$ cat src/rtl/tnoc_flit_receiver.sv
// tnoc_flit_receiver: parses the router's local-port flit stream into a registered header channel
// and a registered payload channel, dropping malformed packets.
module tnoc_flit_receiver #(
    parameter int FLIT_WIDTH = 64,
    parameter int LEN_WIDTH  = 8
) (
    input  logic                  i_clk,
    input  logic                  i_rst,
    input  logic                  i_flit_valid,
    output logic                  o_flit_ready,
    input  logic                  i_flit_type,
    input  logic                  i_flit_tail,
    input  logic [FLIT_WIDTH-1:0] i_flit_data,
    output logic                  o_header_valid,
    input  logic                  i_header_ready,
    output logic [7:0]            o_packet_type,
    output logic                  o_routing_mode,
    output logic [1:0]            o_burst_type,
    output logic [1:0]            o_response_status,
    output logic [LEN_WIDTH-1:0]  o_burst_length,
    output logic                  o_payload_valid,
    input  logic                  i_payload_ready,
    output logic [FLIT_WIDTH-1:0] o_payload_data,
    output logic                  o_payload_last,
    output logic                  o_invalid_packet,
    output logic                  o_protocol_error
);
    typedef enum logic [1:0] {IDLE, PAYLOAD, DROP} state_t;
    localparam logic [LEN_WIDTH:0] ONE = (LEN_WIDTH+1)'(1);
    state_t state, state_next;
    logic [LEN_WIDTH:0] cnt, cnt_next;
    logic take, legal, has_payload, load_hdr, fwd, fwd_last, inv_next, perr_next;
    logic [7:0] ftype;
    logic [LEN_WIDTH-1:0] flen;
    assign ftype = i_flit_data[7:0];
    assign flen = i_flit_data[13 +: LEN_WIDTH];
    assign legal = ftype inside {8'h20, 8'h40, 8'h60, 8'h80, 8'hC0};
    assign has_payload = ftype[6];
    assign o_flit_ready = i_rst ? 1'b0 :
                          state == IDLE    ? (!o_header_valid || i_header_ready) :
                          state == PAYLOAD ? (!o_payload_valid || i_payload_ready) : 1'b1;
    assign take = i_flit_valid && o_flit_ready;
    always_comb begin
        state_next = state;
        cnt_next = cnt;
        load_hdr = 1'b0;
        fwd = 1'b0;
        fwd_last = 1'b0;
        inv_next = 1'b0;
        perr_next = 1'b0;
        if (take) begin
            case (state)
                IDLE: begin
                    if (!i_flit_type && !legal) begin
                        inv_next = 1'b1;
                        state_next = i_flit_tail ? IDLE : DROP;
                    end else if (i_flit_type || i_flit_tail == has_payload) begin
                        perr_next = 1'b1;
                        state_next = i_flit_tail ? IDLE : DROP;
                    end else begin
                        load_hdr = 1'b1;
                        if (has_payload) begin
                            cnt_next = {1'b0, flen} + ONE;
                            state_next = PAYLOAD;
                        end
                    end
                end
                PAYLOAD: begin
                    // Header flits inside a packet are discarded without disturbing the burst.
                    if (i_flit_type) begin
                        fwd = 1'b1;
                        cnt_next = cnt - ONE;
                        fwd_last = (cnt == ONE) || i_flit_tail;
                        if (i_flit_tail) begin
                            perr_next = cnt != ONE;
                            state_next = IDLE;
                        end else if (cnt == ONE) begin
                            perr_next = 1'b1;
                            state_next = DROP;
                        end
                    end else begin
                        perr_next = 1'b1;
                    end
                end
                default: state_next = i_flit_tail ? IDLE : DROP;
            endcase
        end
    end
    always_ff @(posedge i_clk or posedge i_rst) begin
        if (i_rst) begin
            state <= IDLE;
            cnt <= '0;
            o_header_valid <= 1'b0;
            o_packet_type <= '0;
            o_routing_mode <= 1'b0;
            o_burst_type <= '0;
            o_response_status <= '0;
            o_burst_length <= '0;
            o_payload_valid <= 1'b0;
            o_payload_data <= '0;
            o_payload_last <= 1'b0;
            o_invalid_packet <= 1'b0;
            o_protocol_error <= 1'b0;
        end else begin
            state <= state_next;
            cnt <= cnt_next;
            o_invalid_packet <= inv_next;
            o_protocol_error <= perr_next;
            if (!o_header_valid || i_header_ready) o_header_valid <= load_hdr;
            if (load_hdr) begin
                o_packet_type <= ftype;
                o_routing_mode <= i_flit_data[8];
                o_burst_type <= i_flit_data[10:9];
                o_response_status <= ftype[7] ? i_flit_data[12:11] : 2'b00;
                o_burst_length <= flen;
            end
            if (!o_payload_valid || i_payload_ready) o_payload_valid <= fwd;
            if (fwd) begin
                o_payload_data <= i_flit_data;
                o_payload_last <= fwd_last;
            end
        end
    end
endmodule

$ cat config.mk
export PLATFORM = sky130hd
export DESIGN_NAME = tnoc_flit_receiver
export DESIGN_NICKNAME = d
export VERILOG_FILES = /design/src/rtl/tnoc_flit_receiver.sv
export SDC_FILE = /design/constraint.sdc
export NUM_CORES = 1
export LEC_CHECK = 0
export ABC_AREA = 1
export CAP_MARGIN = 0
export CORE_MARGIN = 2
export CORE_UTILIZATION = 49
export DETAILED_ROUTE_END_ITERATION = 8
export HOLD_SLACK_MARGIN = 0.12
export PLACE_DENSITY = 0.95
export REMOVE_ABC_BUFFERS = 1
export SYNTH_ARGS = -nofsm -noshare
export SYNTH_HDL_FRONTEND = slang
export SYNTH_SLANG_ARGS = --single-unit
$ cat constraint.sdc
create_clock -name i_clk -period 9.9 [get_ports i_clk]
set_input_delay 1.98 -clock i_clk [delete_from_list [all_inputs] [get_ports i_clk]]
set_output_delay 1.98 -clock i_clk [all_outputs]
set_load 0.02 [all_outputs]
**After elaboration in Yosys (flattened, before gate mapping)**

Index checks and enable logic that the tools add are counted.

- Flip-flop bits (word level): 101
- Bits of input ports: 71
- Output and inout bits: 91
- Word-level logic and storage cells: 82

- Add/sub/neg operators: 2
- Equal/unequal tests: 15
- Multiplexer cells: 37
- Reductions and logical operators: 15

Operators with widths:

| cell | number |
|---|---|
| 9-bit 2-to-1 mux | 4 |
| 1-bit 2-to-1 mux | 22 |
| 9-bit one-hot mux with 2 select lines | 1 |
| 8-bit by 7-bit == test with 1-bit output, second input constant | 2 |
| 8-bit == test, second input constant | 2 |
| 2-bit 2-to-1 mux | 8 |
| 8-bit by 1-bit adder with 9-bit output, second input constant | 1 |
| 9-bit by 1-bit == test with 1-bit output, second input constant | 1 |
| 9-bit by 1-bit inequality test with 1-bit output, second input constant | 1 |
| 9-bit by 1-bit subtractor with 9-bit output, second input constant | 1 |
| 8-bit by 6-bit == test with 1-bit output, second input constant | 1 |
| 2-bit inequality test, second input constant | 4 |
| 6-bit AND reduction | 1 |
| 5-bit nonzero test | 1 |
| 1-bit logical NOT | 4 |
| 1-bit logical OR | 4 |
| 4-bit by 2-bit inequality test with 1-bit output, second input constant | 1 |
| 2-bit one-hot mux with 2 select lines | 1 |
| 4-bit AND reduction | 1 |
| 3-bit by 2-bit inequality test with 1-bit output, second input constant | 1 |
| 2-bit by 1-bit == test with 1-bit output, second input constant | 1 |
| 1-bit logical AND | 2 |
| 2-bit logical NOT | 1 |
| 1-bit one-hot mux with 2 select lines | 1 |
| 2 further kinds | 2 |

**Longest topological paths before layout**

- Depth in word-level cells: 7
- Mapped depth: 11
- Mapped depth without buffers: 11

**Worst setup path before layout**

Ideal clock, no wire load.

- Path kind: input -> output
- Start: input i_rst
- End: output o_flit_ready
- Data arrival time: 4.651 ns
- Setup slack: 3.269 ns
- Cell stages on the path: 3
- Path through: inv_1 > nand3_2 > inv_1

- Longest elaborated chain between the ends: 1

RTL lines:

| what | line | source |
|---|---|---|
| start: declaration | 8 | `input logic i_rst,` |
| 1-bit 2-to-1 mux | 39 | `assign o_flit_ready = i_rst ? 1'b0 :` |
| end: declaration | 10 | `output logic o_flit_ready,` |

Every way passes these cells.

**Worst setup path in the final report**

Same ends and word-level chain as after synthesis.

==> qor.txt <==
Worst Hold Class: reg -> reg
Max Cap Viol: 0
Peak supply drop: 0.00008800 V
CTS Root Cell: clkbuf_8
Num rows: 35
Post-Syn Area per Cell: 8.464 sq um
Synth top area cells: dfrtp_1 54%, nand2_1 12%, inv_1 7.8%
DIE AREA: 10330 sq um
Crit. path cell count: 5
Worst r2r dst: o_payload_valid
Yosys top cell area share: 54.10%
Clk_lat worst skew: 0.36 ns
CP Class: in -> out
Hold Buf Count CTS: 0
Sequential area share after synthesis: 54.10%
Routed WL: 11700 um
DRC: 0
Cell taking the most area after synthesis: dfrtp_1
Starting Density: 50.56%
Final HPWL DP: 8787 um
CP startpoint kind: primary input
Sink Count: 101
Arrival @ worst endpoint: 3.53 ns
Total core area: 9240 sq um
Final min period: 5.509 ns
Switching Fraction: 30.21%
Crit end category: primary output
First-pass GRT wire length: 18480 um
Slowest CP cell: clkdlybuf4s50_1
Pint: 0.5941 mW
Vias in the first global route: 3844
Period utilization: 55.65%
Die width: 101.6 um
Final ANT Viol Nets: 0
Unrepaired setup endpoints after global routing: false
1st-pass router iterations: 5
Cell mode on critical path: clkdlybuf4s50_1
Post-cts resize count: 0
Max incr delay on CP: 0.60 ns
Worst Skew: 0.01428 ns
Clock network fraction of total power: 28.9%
FF-to-FF Start: state[1]
Ratio of cells with drive above 1 in the final layout: 7.574%
Gr ovfl total: 0
Reg2Reg Depth: 7
Critical path origin: i_rst
Filler cells: 691
Largest net degree at the start of global routing: 103
Worst setup margin: 4.391 ns
Routed len/inst: 13.89 um
I/O pin total: 162
Logic gate share of total power: 18.8%
Mapped Area: 4672 sq um
Switch Pwr: 0.2571 mW
Delay-heaviest family, CP: buffers and inverters
Worst relative slew slack: 33.89%
Vias: 4076
Finish-stage setup viols: 0
CTS tree: built
Setup TNS: 0 ns
Worst-path fanout max: 25
FMAX: 0.1815 GHz
Number of setup buffers added after CTS: 0
Flops & latches, synth: 101
Number of diodes: 0
Placer Congestion: 0.9300
CTS max path bufs: 2
Number of DRC markers in iteration 0: 152
WP buf/inv: 4
Die height: 101.6 um
Warnings from Yosys: 0
Flop pwr share: 52.3%
Power Density: 130.8 nW/um^2
Leakage: 3.220 nW
Vias per inst: 4.841
Area growth, synth to finish: 39.26%
Gr usage total: 22.67%
Slew Limit Fails: 0
Fin. Hold Viols: 0
Pre-CTS setup slack: 4.373 ns
Critical Path Sink: o_flit_ready
Run status: finished clean
Input/output buffers: 161
Final #Nets: 783
CTS buffer count: 9
Worst path cell trace: clkdlybuf4s50_1, inv_4, nand3_2, inv_1, clkdlybuf4s50_1
Syn Inst Count: 552
Worst Tran Pin Value: 0.9917 ns
CP required: 7.92 ns
Reg-to-reg setup timing slack: 7.15 ns
Netlist cell types: 21
Total power: 0.8512 mW
Antenna violations before repair: 0
Reg clk slew, reported paths: 0.10 ns
# H-tree levels: 3
[layout make-up]
cell class                      instances  area [sq um]  share of cell area [%]
Clock buffer                           10         127.6                   1.962
Clock inverter                          6         55.05                  0.8462
Inverter                               97         366.6                   5.635
Multi-Input combinational cell        336          1642                   25.23
Sequential cell                       101          2527                   38.85
Tap cell                              129         161.4                   2.481
Timing Repair Buffer                  163          1627                   25.00
[synthesized netlist by cell type (all sizes together)]
master	count
a21oi	2
buf	13
clkbuf	5
dfrtp	101
ha	4
inv	97
nand2	158
nand3	30
nand4	11
nor2	36
nor3	2
o21ai	91
xnor2	1
xor2	1
[worst min-delay path, stage by stage, from the launching register on]
cell	delay, ns
dfrtp_1	0.36
nand2_1	0.05
nand2_1	0.05
[cell usage in the layout, fill, tap and decap left out, types with 2 or more instances in the layout]
cell type / Yosys / layout
o21ai_0: 22 / 22
clkinv_4: 0 / 3
ha_1: 4 / 4
nand4_1: 11 / 11
nand3_1: 27 / 27
inv_1: 97 / 96
clkdlybuf4s50_1: 0 / 161
nor2_1: 31 / 31
nand2_2: 3 / 3
nand2_1: 155 / 155
nor3_1: 2 / 2
buf_4: 0 / 2
nor2_4: 3 / 3
o21ai_1: 44 / 44
a21oi_1: 2 / 2
nand3_2: 3 / 2
clkbuf_8: 0 / 9
dfrtp_1: 101 / 101
nor2_2: 2 / 2
o21ai_2: 25 / 25
inv_6: 0 / 2
[metal layers]
layer  vias to the layer above  share of wire (%)  global-route usage [%]
met1                      1867                 41                   28.51
met3                        21                7.6                   4.486
met5                         -                  0                       0
met4                         0                2.0                   7.588
met2                       167                 50                   39.17
li1                       2021                  -                       -
[state kept, by name, indices dropped and copies added, names as in the netlist]
signal and cells:
state 2, o_routing_mode 1, o_payload_valid 1, o_invalid_packet 1
o_response_status 2, o_burst_length 8, o_payload_data 64, o_packet_type 8
o_payload_last 1, cnt 9, o_header_valid 1, o_protocol_error 1
o_burst_type 2
[cell families (layout without fill, tap and decap cells)]
kind of cell | after synthesis | after routing | share of synthesized area [%]
and+or+nand+nor | 237 | 237 | 21.56
AOI/OAI and AO/OA | 93 | 93 | 11.97
buffers and inverters | 115 | 276 | 10.93
xor gates and xnor gates | 2 | 2 | 0.3750
DFF | 101 | 101 | 54.10
adders and majority gates | 4 | 4 | 1.071
[power groups by stage]
stage / registers [mW] / clock network, mW / logic, mW
floorplan: 0.457 / 0 / 0.0857
global placement: 0.452 / 0 / 0.153
detailed placement: 0.453 / 0 / 0.158
CTS: 0.445 / 0.252 / 0.159
global route: 0.448 / 0.270 / 0.180
finish: 0.446 / 0.246 / 0.160
[worst min path at each step]
stage                             from                  to  slack (ns)  cells past startpoint
finish                          cnt[3]              cnt[3]        0.49                      2
global route          o_packet_type[0]    o_packet_type[0]        0.52                      2
CTS                 o_payload_data[39]  o_payload_data[39]        0.49                      2
detailed placement  o_payload_data[39]  o_payload_data[39]        0.47                      2
global placement                cnt[3]              cnt[3]        0.46                      2
floorplan                       cnt[3]              cnt[3]        0.44                      2
[stage by stage]
step | cell area [sq um] | cells | util [%] | hold slack [ns]
3_5_place_dp | 6324 | 826 | 68.44 | 0.4680
5_1_grt | 6506 | 842 | 70.41 | 0.5204
6_report | 6506 | 842 | 70.41 | 0.4908
2_1_floorplan | 4526 | 534 | - | 0.4419
3_3_place_gp | 6324 | 826 | 68.44 | 0.4567
4_1_cts | 6506 | 842 | 70.41 | 0.4934
Power figures use the tool's default switching activity.
